**src/rtl/insdecode.sv**
```systemverilog
// Decode stage: splits the instruction word, generates main control and the
// sign-extended immediate, and holds the 2-read/1-write register file.
module insdecode #(
  parameter int unsigned DWIDTH = 32,
  parameter int unsigned NREGS  = 32
) (
  input  logic              clk,
  input  logic              reset,
  input  logic [31:0]       inscode,
  input  logic              wr_en,
  input  logic [4:0]        wr_addr,
  input  logic [DWIDTH-1:0] wr_data,
  output logic [5:0]        opcode,
  output logic [4:0]        rs,
  output logic [4:0]        rt,
  output logic [4:0]        rd,
  output logic [4:0]        shamt,
  output logic [5:0]        funct,
  output logic [DWIDTH-1:0] imm_ext,
  output logic [25:0]       jaddr,
  output logic [DWIDTH-1:0] rd1,
  output logic [DWIDTH-1:0] rd2,
  output logic              reg_dst,
  output logic              alu_src,
  output logic              mem_to_reg,
  output logic              reg_write,
  output logic              mem_read,
  output logic              mem_write,
  output logic              branch,
  output logic              jump,
  output logic [1:0]        alu_op,
  output logic              illegal
);

  localparam int unsigned IMMW = 16;

  localparam logic [5:0] OP_RTYPE = 6'b000000;
  localparam logic [5:0] OP_LW    = 6'b100011;
  localparam logic [5:0] OP_SW    = 6'b101011;
  localparam logic [5:0] OP_BEQ   = 6'b000100;
  localparam logic [5:0] OP_ADDI  = 6'b001000;
  localparam logic [5:0] OP_J     = 6'b000010;

  localparam logic [1:0] ALU_ADD  = 2'b00;
  localparam logic [1:0] ALU_SUB  = 2'b01;
  localparam logic [1:0] ALU_FUNC = 2'b10;

  logic [DWIDTH-1:0] regs [NREGS];

  // Field split
  assign opcode  = inscode[31:26];
  assign rs      = inscode[25:21];
  assign rt      = inscode[20:16];
  assign rd      = inscode[15:11];
  assign shamt   = inscode[10:6];
  assign funct   = inscode[5:0];
  assign jaddr   = inscode[25:0];
  assign imm_ext = {{(DWIDTH-IMMW){inscode[15]}}, inscode[15:0]};

  // Main control decode; unknown opcodes leave every control deasserted
  always_comb begin
    reg_dst    = 1'b0;
    alu_src    = 1'b0;
    mem_to_reg = 1'b0;
    reg_write  = 1'b0;
    mem_read   = 1'b0;
    mem_write  = 1'b0;
    branch     = 1'b0;
    jump       = 1'b0;
    alu_op     = ALU_ADD;
    illegal    = 1'b0;
    case (opcode)
      OP_RTYPE: begin
        reg_dst   = 1'b1;
        reg_write = 1'b1;
        alu_op    = ALU_FUNC;
      end
      OP_LW: begin
        alu_src    = 1'b1;
        mem_to_reg = 1'b1;
        reg_write  = 1'b1;
        mem_read   = 1'b1;
      end
      OP_SW: begin
        alu_src   = 1'b1;
        mem_write = 1'b1;
      end
      OP_BEQ: begin
        branch = 1'b1;
        alu_op = ALU_SUB;
      end
      OP_ADDI: begin
        alu_src   = 1'b1;
        reg_write = 1'b1;
      end
      OP_J:    jump    = 1'b1;
      default: illegal = 1'b1;
    endcase
  end

  // Register file write port; register 0 is never written
  always_ff @(posedge clk) begin
    if (reset) begin
      for (int i = 0; i < int'(NREGS); i++) regs[i] <= '0;
    end else if (wr_en && (wr_addr != 5'd0)) begin
      regs[wr_addr] <= wr_data;
    end
  end

  // Asynchronous reads without write bypass, so no loop through writeback
  assign rd1 = (rs == 5'd0) ? '0 : regs[rs];
  assign rd2 = (rt == 5'd0) ? '0 : regs[rt];

endmodule

```
**config.mk**
```make
export PLATFORM = sky130hd
export DESIGN_NAME = insdecode
export DESIGN_NICKNAME = d
export VERILOG_FILES = /design/src/rtl/insdecode.sv
export SDC_FILE = /design/constraint.sdc
export NUM_CORES = 2
export LEC_CHECK = 0
export CAP_MARGIN = 0
export CORE_MARGIN = 2
export CORE_UTILIZATION = 45
export DETAILED_ROUTE_END_ITERATION = 8
export SLEW_MARGIN = 25
export SYNTH_ARGS = -nofsm -noshare
export SYNTH_HDL_FRONTEND = slang
export SYNTH_SLANG_ARGS = --single-unit
```
**constraint.sdc**
```tcl
create_clock -name clk -period 6.41 [get_ports clk]
set_input_delay 1.282 -clock clk [delete_from_list [all_inputs] [get_ports clk]]
set_output_delay 1.282 -clock clk [all_outputs]
set_load 0.05 [all_outputs]
```
==> flow_metrics.tcl <==
set metrics [dict create \
    numCtsBuffers 111 \
    grt_pass1_vias 35100 \
    avgRoutedWirePerCell_um 35.8 \
    ys_ff_latch 1024 \
    final-max-slew-violation-count 0 \
    multi_input_area_sq_um 22400 \
    drtIter0Drc 4970 \
    drtPass1Iterations 7 \
    die_h_um 356 \
    min_from "reset" \
    setup_viol 0 \
    utilization 0.509 \
    min_period_ns 5.55 \
    die_w_um 356 \
    cts_setup_buffers 0 \
    async_reset_ff_frac 0 \
    cp.required_ns 5.13 \
    pre_cts_ws_ns 0.951 \
    grt_util_all_layers 0.309 \
    finalCritPeriodShare 0.866 \
    clockPowerShare 0.378 \
    cts_tree "built" \
    syn2layout_area_growth_pct 11.9 \
    end_kind "output port" \
    grtUsageMet1 0.403 \
    n_fill_cell 10100 \
    finalPower_mw 16.8 \
    drc_errors 0 \
    synth_cells 3728 \
    hold_viol_final 0 \
    whs_path_depth 1 \
    synth.most_common_cell "edfxtp_1" \
    cts.hold.buffers_added 0 \
    status "finished, final reports clean" \
    seqPwrFrac 0.473 \
    initial_core_util 0.455 \
    largest_register_ffs 1024 \
    critPathMaxFanout 32 \
    htree_levels 3 \
    dpl.cell_count 5244 \
    p_sw_mw 4.45 \
    synth_top_flop_cell "edfxtp_1" \
    use_met3 0.0711 \
    post_cts_resized 0 \
    critPathKind "in2out" \
    ys_seq_area_frac 0.553 \
    ir_worst_vdd_uv 222 \
    total_leakage_power_nw 21.3 \
    intPower_mw 12.3 \
    switching_share 0.265 \
    place.gp.congestion 0.951 \
    antenna_found_initial 16 \
    worst_pin_slew_ns 1.28 \
    grt_pass1_wl_mm 273 \
    cp-start-kind "primary input" \
    instances_no_fill 5452 \
    clock.fmax_mhz 180 \
    synth_top_cells_by_count "edfxtp_1, and2_1, mux4_2, clkbuf_1, buf_4" \
    nNetsFinal 3804 \
    busiest_layer "met2" \
    min_to "regs[0][26]" \
    p_per_area_nw_per_um2 269 \
    yosys-top-cells-area "edfxtp_1, mux4_2, and2_1" \
    drive_gt1_frac 0.270 \
    ioPinCount 237 \
    dieArea_sq_um 126000 \
    antenna_left 0 \
    port_buffers 156 \
    regArea_sq_um 30700 \
    largest_register "regs" \
    synth_top_cell_by_area "edfxtp_1" \
    finalSetupTns_ns 0 \
    maxSlewHeadroom 0.140 \
    top_regs "regs x1024" \
    synth-edff-count 1024 \
    hold_class "in2reg" \
    grt_max_degree 85 \
    core_sq_um 122000 \
    synth_area_sq_um 55600 \
    dpl_cell_area_sq_um 58700 \
    via_count 35000 \
    grt_util_met2 0.484 \
    hold_slack_ns 1.14 \
    fin_area_sq_um 62200 \
    ys_warn_count 0 \
    drt_wl_total_mm 195 \
    rows 128 \
    path_clk_slew_ns 0.07 \
    clock_tree.root_cell "clkbuf_16" \
    hpwl_mm 122 \
    syn_avg_cell_area_sq_um 14.9 \
    drv_cap 0 \
    clk_path_buf_depth 3 \
    drt-vias-per-instance 6.42 \
    synth.top_cell.area_share 0.553 \
    setup_ws_ns 0.857 \
    combPwrFrac 0.149 \
    crit_arrival_ns 4.27 \
    cts_sinks 1024 \
    synth_cell_types 47 \
    rsz0062_at_grt "false" \
    grt-ovfl-total 0 \
]
## metal layers
metal | up-vias | part of all wire
met3 | 483 | 0.10
li1 | 14200 | -
met5 | - | 0.00021
met1 | 18200 | 0.38
met4 | 6 | 0.058
met2 | 2166 | 0.46
## power groups by stage
| stage | sequential [mW] | combinational [mW] | clock, mW |
|---|---|---|---|
| floorplan | 7.98 | 1.58 | 0 |
| global placement | 8.04 | 2.46 | 0 |
| detailed placement | 8.06 | 2.46 | 0 |
| CTS | 7.92 | 2.47 | 6.39 |
| global route | 7.96 | 2.56 | 6.63 |
| finish | 7.92 | 2.50 | 6.34 |
## critical path: stages
cell and delay (ns):
buf_6 0.39, buf_12 0.30, mux4_2 0.53, nor2b_1 0.15, a211oi_1 0.83, a311oi_1 0.32, buf_4 0.25, buf_12 0.14
## layout make-up
cell class / count / area share
sequential: 1024 / 0.494
multi-input combinational: 2240 / 0.360
timing repair buffer: 352 / 0.0569
clock buffer: 135 / 0.0471
tap: 1625 / 0.0327
clock inverter: 70 / 0.00921
inverter: 3 / 0.000221
antenna: 3 / 0.000121
## kinds of logic after synthesis
kind of cell               Yosys count  synth area share
adders and majority gates            1          0.000180
AOI/OAI and AO/OA                  370            0.0479
other                                1         0.0000674
buffers and inverters              495            0.0496
DFF                               1024             0.553
and+or+nand+nor                   1197             0.132
muxes                              640             0.217
## worst max path at each step
| stage | from | end |
|---|---|---|
| 6_report | inscode[21] | rd1[17] |
| 5_1_grt | inscode[25] | rd1[17] |
| 4_1_cts | inscode[21] | rd1[17] |
| 3_5_place_dp | inscode[21] | rd1[17] |
| 3_3_place_gp | inscode[21] | rd1[17] |
| 2_1_floorplan | inscode[27] | alu_op[0] |
## layout by cell type, fill, tap and decap left out, types with 5 or more instances in the layout
master           Yosys  final
clkbuf_1           247     21
a221oi_1            46     46
clkbuf_16            0    114
nor2_2               3     27
clkinv_2             0     34
nand2_1             37     37
nor2_4               0      7
bufinv_16            0      9
conb_1               1     32
mux2i_1            128    128
nor4_1               5      5
buf_4              135    203
mux4_2             447    447
nor2_1              36      5
clkinv_1             0     23
a311oi_1            64     61
a211oi_1            64     64
edfxtp_1          1024   1024
nor2b_1             66     64
o21ai_1            103    103
o21ai_0              9      9
o2111ai_1           17     17
a22oi_1             64     64
and2_1             994    994
buf_2               67     14
or2_2               31     32
clkdlybuf4s50_1      0     72
mux2_2              64     64
buf_12               0     57
Note: power is estimated with default switching activity, not from simulation.
